### src/rtl/sp_pkg.sv
// Shared types and helpers for the service-processor Wishbone width down-converter.
// Lane 0 is the most significant byte of the 32-bit master word.
package sp_pkg;

    typedef enum logic [1:0] {
        SP_DS_IDLE,
        SP_DS_BEAT,
        SP_DS_DONE
    } sp_ds_state_e;

    localparam int unsigned SP_BUS_WIDTH = 32;
    localparam int unsigned SP_MAX_BEATS = 4;

    function automatic int unsigned nbeat(input int unsigned width);
        return SP_BUS_WIDTH / width;
    endfunction

    function automatic logic beat_active(input logic [0:3] sel, input int unsigned k,
                                         input int unsigned width);
        int unsigned lanes;
        logic any;
        lanes = width / 8;
        any = 1'b0;
        for (int unsigned i = 0; i < 4; i++) begin
            if (i >= k * lanes && i < (k + 1) * lanes) begin
                any = any | sel[i];
            end
        end
        return any;
    endfunction

endpackage

### src/rtl/sp_ds_next_beat.sv
// Priority finder: lowest active beat index at or above start.
// The top uses start = 0 for the first beat and pointer + 1 to advance.
module sp_ds_next_beat
    import sp_pkg::*;
(
    input  logic [SP_MAX_BEATS-1:0] mask,
    input  logic [2:0]              start,
    output logic [1:0]              ptr,
    output logic                    valid
);

    always_comb begin
        ptr   = 2'd0;
        valid = 1'b0;
        // Descending scan so the lowest qualifying index is the last one written.
        for (int k = SP_MAX_BEATS - 1; k >= 0; k--) begin
            if (mask[k] && (3'(k) >= start)) begin
                ptr   = 2'(k);
                valid = 1'b1;
            end
        end
    end

endmodule

### src/rtl/sp_wb_downsizer.sv
// Wishbone classic 32-bit to 8/16-bit down-converter with lane skipping,
// slave error propagation and a per-beat watchdog.
module sp_wb_downsizer
    import sp_pkg::*;
#(
    parameter int unsigned SLAVE_WIDTH     = 8,
    parameter logic [7:0]  WINDOW          = 8'h80,
    parameter bit          SKIP_UNSELECTED = 1'b1,
    parameter int unsigned TIMEOUT         = 255
) (
    input  logic                       clk,
    input  logic                       reset,
    input  logic [0:31]                m_adr_i,
    input  logic [0:31]                m_dat_i,
    input  logic [0:3]                 m_sel_i,
    input  logic                       m_we_i,
    input  logic                       m_stb_i,
    input  logic                       m_cyc_i,
    output logic [0:31]                m_dat_o,
    output logic                       m_ack_o,
    output logic                       m_err_o,
    output logic [0:23]                s_adr_o,
    output logic [0:SLAVE_WIDTH-1]     s_dat_o,
    input  logic [0:SLAVE_WIDTH-1]     s_dat_i,
    output logic [0:SLAVE_WIDTH/8-1]   s_sel_o,
    output logic                       s_we_o,
    output logic                       s_stb_o,
    output logic                       s_cyc_o,
    input  logic                       s_ack_i,
    input  logic                       s_err_i
);

    localparam int unsigned NBEAT = nbeat(SLAVE_WIDTH);
    localparam int unsigned LANES = SLAVE_WIDTH / 8;

    sp_ds_state_e state_q;
    logic [1:0]   ptr_q;
    logic [0:31]  rd_q;
    logic [9:0]   wd_q;
    logic         ack_q;
    logic         err_q;

    logic [SP_MAX_BEATS-1:0] mask;
    logic [2:0]              search_start;
    logic [1:0]              found_ptr;
    logic                    found_valid;
    logic                    bus_held;
    logic                    req;
    logic                    timeout_hit;
    logic [1:0]              beat_off;
    logic                    unused_adr;

    always_comb begin
        mask = '0;
        for (int unsigned k = 0; k < NBEAT; k++) begin
            mask[k] = !SKIP_UNSELECTED || beat_active(m_sel_i, k, SLAVE_WIDTH);
        end
    end

    assign bus_held     = m_cyc_i && m_stb_i;
    assign req          = (state_q == SP_DS_IDLE) && bus_held && (m_adr_i[0:7] == WINDOW);
    assign search_start = (state_q == SP_DS_IDLE) ? 3'd0 : ({1'b0, ptr_q} + 3'd1);
    assign timeout_hit  = (TIMEOUT != 0) && (wd_q == 10'(TIMEOUT));

    sp_ds_next_beat u_next_beat (
        .mask  (mask),
        .start (search_start),
        .ptr   (found_ptr),
        .valid (found_valid)
    );

    assign beat_off   = (LANES == 2) ? {ptr_q[0], 1'b0} : ptr_q;
    assign s_adr_o    = {m_adr_i[8:29], beat_off};
    assign unused_adr = ^m_adr_i[30:31];
    assign s_we_o     = m_we_i;
    assign s_stb_o    = (state_q == SP_DS_BEAT);
    assign s_cyc_o    = (state_q == SP_DS_BEAT);
    assign m_dat_o    = rd_q;
    assign m_ack_o    = ack_q;
    assign m_err_o    = err_q;

    always_comb begin
        s_dat_o = '0;
        s_sel_o = '0;
        for (int unsigned k = 0; k < NBEAT; k++) begin
            if (ptr_q == 2'(k)) begin
                s_dat_o = m_dat_i[k*SLAVE_WIDTH +: SLAVE_WIDTH];
                s_sel_o = m_sel_i[k*LANES +: LANES];
            end
        end
    end

    always_ff @(posedge clk) begin
        if (!reset) begin
            state_q <= SP_DS_IDLE;
            ptr_q   <= 2'd0;
            rd_q    <= '0;
            wd_q    <= '0;
            ack_q   <= 1'b0;
            err_q   <= 1'b0;
        end else begin
            ack_q <= 1'b0;
            err_q <= 1'b0;
            unique case (state_q)
                SP_DS_IDLE: begin
                    if (req) begin
                        rd_q <= '0;
                        wd_q <= '0;
                        if (found_valid) begin
                            ptr_q   <= found_ptr;
                            state_q <= SP_DS_BEAT;
                        end else begin
                            state_q <= SP_DS_DONE;
                            ack_q   <= 1'b1;
                        end
                    end
                end
                SP_DS_BEAT: begin
                    if (!bus_held) begin
                        state_q <= SP_DS_IDLE;
                    end else if (s_err_i || timeout_hit) begin
                        state_q <= SP_DS_DONE;
                        err_q   <= 1'b1;
                    end else if (s_ack_i) begin
                        for (int unsigned k = 0; k < NBEAT; k++) begin
                            if (ptr_q == 2'(k)) begin
                                rd_q[k*SLAVE_WIDTH +: SLAVE_WIDTH] <= s_dat_i;
                            end
                        end
                        wd_q <= '0;
                        if (found_valid) begin
                            ptr_q <= found_ptr;
                        end else begin
                            state_q <= SP_DS_DONE;
                            ack_q   <= 1'b1;
                        end
                    end else begin
                        wd_q <= wd_q + 10'd1;
                    end
                end
                SP_DS_DONE: begin
                    state_q <= SP_DS_IDLE;
                end
                default: begin
                    state_q <= SP_DS_IDLE;
                end
            endcase
        end
    end

endmodule

### config.mk
export PLATFORM = sky130hd
export DESIGN_NAME = sp_wb_downsizer
export DESIGN_NICKNAME = d
export VERILOG_FILES = /design/src/rtl/sp_pkg.sv /design/src/rtl/sp_ds_next_beat.sv /design/src/rtl/sp_wb_downsizer.sv
export SDC_FILE = /design/constraint.sdc
export NUM_CORES = 1
export LEC_CHECK = 0
export CAP_MARGIN = 20
export CORE_MARGIN = 4
export CORE_UTILIZATION = 25
export DETAILED_ROUTE_END_ITERATION = 8
export GPL_TIMING_DRIVEN = 0
export PLACE_DENSITY_LB_ADDON = 0.2
export RECOVER_POWER = 50
export SLEW_MARGIN = 20
export SYNTH_ARGS = -nofsm -noshare
export SYNTH_HDL_FRONTEND = slang
export SYNTH_SLANG_ARGS = --single-unit
### constraint.sdc
create_clock -name clk -period 2.3 [get_ports clk]
set_clock_uncertainty 0.1 [all_clocks]
set_input_delay 0.46 -clock clk [delete_from_list [all_inputs] [get_ports clk]]
set_output_delay 0.46 -clock clk [all_outputs]
set_load 0.005 [all_outputs]
-- Word level (Yosys, flattened, before mapping)
Index checks and enable logic that the tools add are counted.
- eq/ne operators: 16
- order comparisons: 4
- reductions and logical operators: 19
- add/subtract/negate cells: 2
- muxes and demuxes: 51
- operator list (operator ; number):
    32-bit two-way mux ; 4
    8-bit two-way mux ; 8
    32-bit one-hot mux with 2 select lines ; 1
    10-bit two-way mux ; 4
    2-bit two-way mux ; 15
    6-bit AND reduction ; 4
    10-bit one-hot mux with 2 select lines ; 1
    1-bit two-way mux ; 14
    2-bit by 1-bit != test with 1-bit output, second input constant ; 6
    10-bit by 1-bit adder with 10-bit output, second input constant ; 1
    10-bit by 8-bit equality test with 1-bit output, second input constant ; 1
    8-bit equality test, second input constant ; 1
    4-bit by 3-bit != test with 1-bit output, second input constant ; 2
    2-bit one-hot mux with 2 select lines ; 2
    1-bit logical AND ; 7
    1-bit by 3-bit greater-or-equal comparator with 1-bit output, first input constant ; 2
    2-bit by 3-bit greater-or-equal comparator with 1-bit output, first input constant ; 2
    3-bit AND reduction ; 2
    5-bit AND reduction ; 1
    2-bit by 1-bit equality test with 1-bit output, second input constant ; 2
    2-bit equality test, second input constant ; 2
    2-bit logical NOT ; 2
    2-bit != test, second input constant ; 2
    4-bit AND reduction ; 1
    5 further kinds ; 5
- output and inout bits: 70
- bits in registers: 48
- word-level logic and storage cells: 101
- input bits: 83

-- Logic depth before layout (Yosys ltp)
Gate-level depths: netlist of the first run.
- depth in word-level cells: 13
- gate-level depth with buffers: 8
- depth with buffers taken out: 7

-- Modules after synthesis
Synthesis of the first run repeated with hierarchy kept, for this count alone.
- cells, all modules: 397
- area total of the unflattened synthesis: 3209.3 um^2
- modules (own cells, without submodules) (module ; times used ; seq. area each (um^2) ; cells each ; area each (um^2)):
    sp_wb_downsizer ; 1 ; 960.9 ; 386 ; 3141.8
    sp_ds_next_beat ; 1 ; 0.0 ; 11 ; 67.6

-- Least setup slack after synthesis of the first run
No wires, ideal clock.
- kind: register -> register
- start: reg wd_q[0]
- end: reg ptr_q[1] (netlist: beat_off[1])
- stages on the path, launching flop included: 8
- data required time: 2.081 ns
- data arrival time: 1.870 ns
- path buffers: 1
- setup time: 0.119 ns
- path slack: 0.211 ns
- cell sequence: dfxtp_1 -> ha_1 -> nand4_2 -> or4_4 -> a31oi_4 -> buf_6 -> nor2_2 -> o221a_1
- word-level cells in the longest chain between the ends: 4
- ends and longest elaborated chain (element ; line ; text):
    start: declaration ; sp_wb_downsizer.sv:39 ; logic [9:0] wd_q;
    start signal: assignment ; sp_wb_downsizer.sv:138 ; wd_q <= wd_q + 10'd1;
    10-bit by 8-bit equality test with 1-bit output ; sp_wb_downsizer.sv:63 ; assign timeout_hit = (TIMEOUT != 0) && (wd_q == 10'(TIMEOUT));
    1-bit logical OR ; sp_wb_downsizer.sv:121 ; end else if (s_err_i || timeout_hit) begin
    2-bit != test (no line) ; -- ;
    5-bit AND reduction (no line) ; -- ;
    end signal: assignment ; sp_wb_downsizer.sv:110 ; ptr_q <= found_ptr;
    end signal: assignment ; sp_wb_downsizer.sv:132 ; ptr_q <= found_ptr;
    end: declaration ; sp_wb_downsizer.sv:37 ; logic [1:0] ptr_q;
Every way passes these cells.
A chain may end at the register's enable or synchronous reset.

-- Worst setup path in the final report of the first run
- start: reg ptr_q[0] (netlist: beat_off[0])
- end: out s_dat_o[4] (netlist name)
- word-level cells in the longest chain between the ends: 5
- elaborated cells on any way between the ends: 8
- ends and longest elaborated chain (element ; line ; text):
    2-bit logical NOT ; sp_wb_downsizer.sv:86 ; if (ptr_q == 2'(k)) begin
    8-bit two-way mux (3 in series) ; sp_wb_downsizer.sv:86 ;
    8-bit two-way mux (*) ; sp_wb_downsizer.sv:86 ;
    end: declaration ; sp_wb_downsizer.sv:23 ; output logic [0:SLAVE_WIDTH-1] s_dat_o,
Every way passes the cells marked *; elsewhere a longest branch is shown, timed or not.

==> out/results.tsv, run 1 <==
metric	value	unit
rows	36	
path_class	flop to primary output	
hold_class	flop to flop	
synth_nets	408	
grt_overflow	0	
port_buffers	126	
violations	setup timing	
antenna_left	0	
grt_pass1_vias	2893	
layoutNonFillerInstCount	598	
min_period	2.33	ns
syn_area_per_cell	7.91	sq um
synth_simple_gate_area_share	24.3	%
critPathMaxFanout	5	
dp.cells	579	
drcViolationCount	0	
initial_core_util	25.8	%
clk_pin_slew	0.09	ns
synthTopCellsByArea	dfxtp_1, nand2_1, buf_4	
io_pins	153	
rsz0062_at_grt	true	
p_per_area	395	nW/um^2
syn_area	2530	sq um
grt_pass1_wl	13.8	mm
synth_top_family_by_area	simple AND/OR/NAND/NOR gates	
diodes	0	
grt_antenna_before_repair	0	
cts-htree-levels	2	
post-dp-hpwl	7.09	mm
viasPerCell	4.86	
drv_slew	0	
worst_pin_slew	0.721	ns
slowest_stage	dfxtp_4	
async_flop_share	0	%
hold_violations	0	
gp_congestion	0.795	
max_stage_delay	0.37	ns
drtIter0Drc	159	
finalSetupTns	-0.0643	ns
fin_total_pwr	1.70	mW
grt_max_degree	17	
fin_area	4300	sq um
yosys_warnings	0	
route.vias.total	2909	
setup_ws	-0.0344	ns
die-height	109	um
cap_viol_max_count	0	
grt.total_usage	14.7	%
cts_tree	built	
synth_xor_area_share	0.346	%
dieArea	11800	sq um
cp-start-kind	flop	
period_share	101	%
synth_edf_count	0	
utilization	43.8	%
outcome	finished with violations	
required	1.74	ns
p_leak	1.66	nW
netlist.area_leader.share	38.0	%
synth-seq-cells	48	
ir_drop	254	uV
end_kind	primary output	
postPlaceCellArea	3960	sq um
seq_area_frac_synth	38.0	%
clock_latency	0.30	ns
setup_viol	3	
muxShareOfSynthArea	1.19	%
clkSinkCount	48	
cts.path.max_buffers	2	
core_region_area	9820	sq um
synthAdderAreaFrac	2.47	%
finalNetCount	552	
synth.distinct_cells	41	
areaGrowthSynthToFinish	70.1	%
fmax	428	MHz
synth_flop_cell	dfxtp_1	
wl_per_cell	15.6	um
drive_gt1_share	21.5	%
cp.arrival	1.77	ns
cts_buffers	5	
path_cells	buf_12 > ha_4 > nor2b_4 > buf_6 > a22oi_2 > nor2_1 > a21oi_1 > o21ai_1 > buf_2	
cts-root-buf	clkbuf_8	
max_slew_margin	51.5	%
syn-instance-count	320	
drt_wl_total	9.33	mm
synth-compound-area-share	23.3	%
synth_largest_area_cell	dfxtp_1	
die_w	109	um
firstDrtPassIters	5	
## synthesized netlist by cell type, types with 2 or more instances
cell type,count
o22ai_1,21
ha_1,5
o32ai_1,12
a21boi_0,2
nor3b_1,2
inv_1,4
nor4_1,4
nor2_2,2
nand3_1,8
mux2i_1,3
nor2_1,29
nand2b_1,2
or3_1,2
nand3b_1,3
nor3_1,2
buf_4,25
nand2_1,63
nor4b_1,2
a22oi_1,10
or2_2,2
a21oi_1,20
a31oi_1,2
clkbuf_1,13
o21ai_0,18
dfxtp_1,48
## critical path: cells and delay by family, from the launching register on
family | cells | cell delay (ns)
AND/OR/NAND/NOR | 2 | 0.27
buffers and inverters | 3 | 0.41
adder cells (fa/ha/maj) | 1 | 0.17
flip-flops | 1 | 0.37
AO/OA/AOI/OAI | 3 | 0.25
## kinds of logic after synthesis
family / count (synthesis)
AOI/OAI and AO/OA: 90
xor gates and xnor gates: 1
adders and majority gates: 5
buffers and inverters: 43
DFF: 48
muxes: 3
and+or+nand+nor: 130
## registers in the layout (all words and copies together), names as in the netlist
register  cells
m_dat_o      32
wd_q         10
beat_off      2
state_q       2
m_ack_o       1
m_err_o       1
## worst paths after layout
kind | startpoint | endpoint | slack, ns | depth (start not counted)
max | beat_off[0] | s_dat_o[4] | -0.03 | 9
min | m_dat_o[29] | m_dat_o[29] | 0.37 | 2
max reg2reg | wd_q[0] | beat_off[1] | 0.15 | 7
min reg2reg | m_dat_o[29] | m_dat_o[29] | 0.37 | 2
## cell usage in the layout, fill, tap and decap left out, types with 4 or more instances in the layout
cell type        count
buf_2                8
o21ai_0              9
nor2_2               6
o32ai_1             12
clkbuf_1             7
dfxtp_1             43
buf_4               36
dlygate4sd3_1       55
a22oi_2              6
nand2_1             63
o22ai_1             21
clkbuf_8             5
clkdlybuf4s50_1     62
nor2_1              23
o21ai_1              9
nand3_1              8
a21oi_1             17
a22oi_1              4
dfxtp_2              4
## through the flow
step                hold slack, ns  worst slack (ns)
finish                       0.373           -0.0344
global placement             0.361            -0.481
detailed placement           0.361            -0.567
floorplan                    0.364             0.211
CTS                          0.377            -0.157
global route                 0.398            -0.129
## area by class of cell
class	count	area, sq um
Fill cell	1012	5520
Multi-Input combinational cell	229	1440
Timing Repair Buffer	138	1320
Sequential cell	48	970
Buffer	38	273
Tap cell	133	166
Clock buffer	5	68.8
Clock inverter	3	46.3
Inverter	4	17.5
## where the power goes
| group | internal (mW) | total, mW | switching (mW) | leakage, nW |
|---|---|---|---|---|
| clock network | 0.328 | 0.626 | 0.298 | 0.0548 |
| registers | 0.829 | 0.829 | 0.0000686 | 0.389 |
| logic | 0.162 | 0.247 | 0.0847 | 1.22 |
| total | 1.32 | 1.70 | 0.383 | 1.66 |
## layer usage
layer	track usage [%]	part of all wire, %	wire [um]	vias up
met5	0	0	0	-
met4	4.51	1.1	102	0
met3	3.28	8.9	826	8
met2	25.8	47	4360	128
met1	17.8	43	4040	1354
li1	-	-	-	1419
## what timing repair did
action                                  in CTS  in global routing
endpoints found under the setup margin      37                 50
buffers inserted                             9                  3
pin swaps                                    5                 12
hold buffers                                 0                  0
resized for setup                           67                 36
(Power assumes the default switching activity.)
==> run 2: changes to the inputs <==
RECOVER_POWER = 25   (was 50)
SLEW_MARGIN = default   (was 20)
==> run 2 against run 1 <==
  * Power about the same
  * Combinational power barely moved
  * Cell area stayed put
  * The run still ends with setup timing left
  * Non-clock buffer count unchanged
  * Worst hold slack gained 0.0029 ns
  * Setup slack hardly changed
  * Sequential power is essentially flat
  * Wire length grew 0.17%
  * Count of clock-buffer cells in the layout unchanged
  * Critical path type unchanged
  * Sequential share of layout area stayed put
==> out/results.tsv, run 2 (same netlist as run 1, synthesis figures left out) <==
metric	value	unit	change
hold_class	flop to flop		
dieArea	11800	sq um	unchanged
required	1.74	ns	about the same
grt_pass1_vias	2893		unchanged
firstDrtPassIters	5		unchanged
outcome	finished with violations		
period_share	101	%	about the same
drtIter0Drc	154		-3.1%
areaGrowthSynthToFinish	70.1	%	unchanged
clkSinkCount	48		unchanged
grt.total_usage	14.7	%	unchanged
end_kind	primary output		
layout_commonest_cell	clkdlybuf4s50_1		
grt_pass1_wl	13.8	mm	unchanged
worst_pin_slew	0.721	ns	unchanged
viasPerCell	4.86		-0.17%
fin_area	4300	sq um	unchanged
nFillCells	1012		unchanged
max_slew_margin	51.5	%	unchanged
setup_ws	-0.0344	ns	-0.0000215 ns
violations	setup timing		
largest_reg_flops	32		unchanged
fmax	428	MHz	about the same
grt_antenna_before_repair	0		unchanged
cts_tree	built		
initial_core_util	25.8	%	unchanged
cts-root-buf	clkbuf_8		
die-height	109	um	unchanged
finalNetCount	552		unchanged
path_class	flop to primary output		
cts_buffers	5		unchanged
grt_overflow	0		unchanged
postPlaceCellArea	3960	sq um	unchanged
grt_max_degree	17		unchanged
critPathMaxFanout	5		unchanged
p_leak	1.56	nW	-6.0%
core_region_area	9820	sq um	unchanged
utilization	43.8	%	unchanged
drive_gt1_share	21.5	%	unchanged
die_w	109	um	unchanged
post-dp-hpwl	7.09	mm	unchanged
wl_per_cell	15.6	um	+0.17%
route.vias.total	2904		-0.17%
setup_viol	3		unchanged
drv_slew	0		unchanged
crit_family	buffers and inverters		
path_cells	buf_12 > ha_4 > nor2b_4 > buf_6 > a22oi_2 > nor2_1 > a21oi_1 > o21ai_1 > buf_2		
cts.path.max_buffers	2		unchanged
ir_drop	254	uV	about the same
diodes	0		unchanged
drcViolationCount	0		unchanged
antenna_left	0		unchanged
cp.arrival	1.77	ns	about the same
p_per_area	395	nW/um^2	about the same
rows	36		unchanged
rsz0062_at_grt	true		
clk_pin_slew	0.10	ns	about the same
final_cell_mix	clkdlybuf4s50_1, nand2_1, dfxtp_1, buf_4, dlygate4sd3_1		
port_buffers	126		unchanged
max_stage_delay	0.37	ns	about the same
crit_buf_inv	3		unchanged
clock_latency	0.30	ns	about the same
io_pins	153		unchanged
gp_congestion	0.795		unchanged
ctsHoldBuffers	0		unchanged
drt_wl_total	9.34	mm	+0.17%
slowest_stage	dfxtp_4		
cts-htree-levels	2		unchanged
hold_violations	0		unchanged
cap_viol_max_count	0		unchanged
cp-start-kind	flop		
min_period	2.33	ns	+0.0000215 ns
## run 2: changes by cell type in the layout (fill, tap and decap cells not counted), sizes merged
| cell | delta |
|---|---|
| dlygate4sd3 | -28 |
| clkdlybuf4s50 | +28 |
## run 2: repair_timing
item | CTS | global route
setup buffers | 9 | 3
pin swaps | 5 | 12
setup endpoints to repair | 37 | 50
gates resized for setup | 67 | 36
## run 2: path summary, 6_finish.rpt
kind,startpoint,depth (start not counted),to,slack (ns)
max,beat_off[0],9,s_dat_o[4],-0.03
min,m_dat_o[29],2,m_dat_o[29],0.38
max reg2reg,wd_q[0],7,beat_off[1],0.15
min reg2reg,m_dat_o[29],2,m_dat_o[29],0.38
## run 2: final cells by class
cell class | count | area (sq um) | area share [%]
flip-flops and latches | 48 | 970 | 22.5
plain buffers | 38 | 273 | 6.34
well taps | 133 | 166 | 3.87
inverters | 4 | 17.5 | 0.407
clock buffers | 5 | 68.8 | 1.60
clock inverters | 3 | 46.3 | 1.08
repair buffers | 138 | 1320 | 30.7
multi-input cells | 229 | 1440 | 33.4
## run 2: where the power goes
group	internal [mW]	switching, mW	leakage [nW]
combinational	0.162	0.0847	1.12
clock	0.328	0.298	0.0548
sequential	0.829	0.0000683	0.389
## run 2: per-stage QoR
| stage | total power, mW | instances | hold slack [ns] | TNS (ns) | setup WS [ns] |
|---|---|---|---|---|---|
| 2_1_floorplan | 0.930 | 320 | 0.364 | 0 | 0.211 |
| 6_report | 1.70 | 598 | 0.376 | -0.0644 | -0.0344 |
| 5_1_grt | 1.77 | 598 | 0.400 | -0.524 | -0.129 |
| 3_5_place_dp | 1.10 | 579 | 0.361 | -19.50 | -0.567 |
| 4_1_cts | 1.73 | 596 | 0.377 | -0.608 | -0.157 |
| 3_3_place_gp | 1.10 | 579 | 0.361 | -18.84 | -0.481 |
## run 2: worst reg2reg max path: cells and delay by family (launching register included)
kind            cells  cell delay, ns
compound gates      2            0.44
fa+ha+maj           1            0.18
buf+inv             1            0.18
flops               1            0.39
simple gates        3            0.76
## run 2: per-layer routing
metal  routed length [um]  GRT usage (%)
met1                 4050           17.8
met2                 4360           25.8
met3                  829           3.28
met4                  102           4.51
met5                    0              0
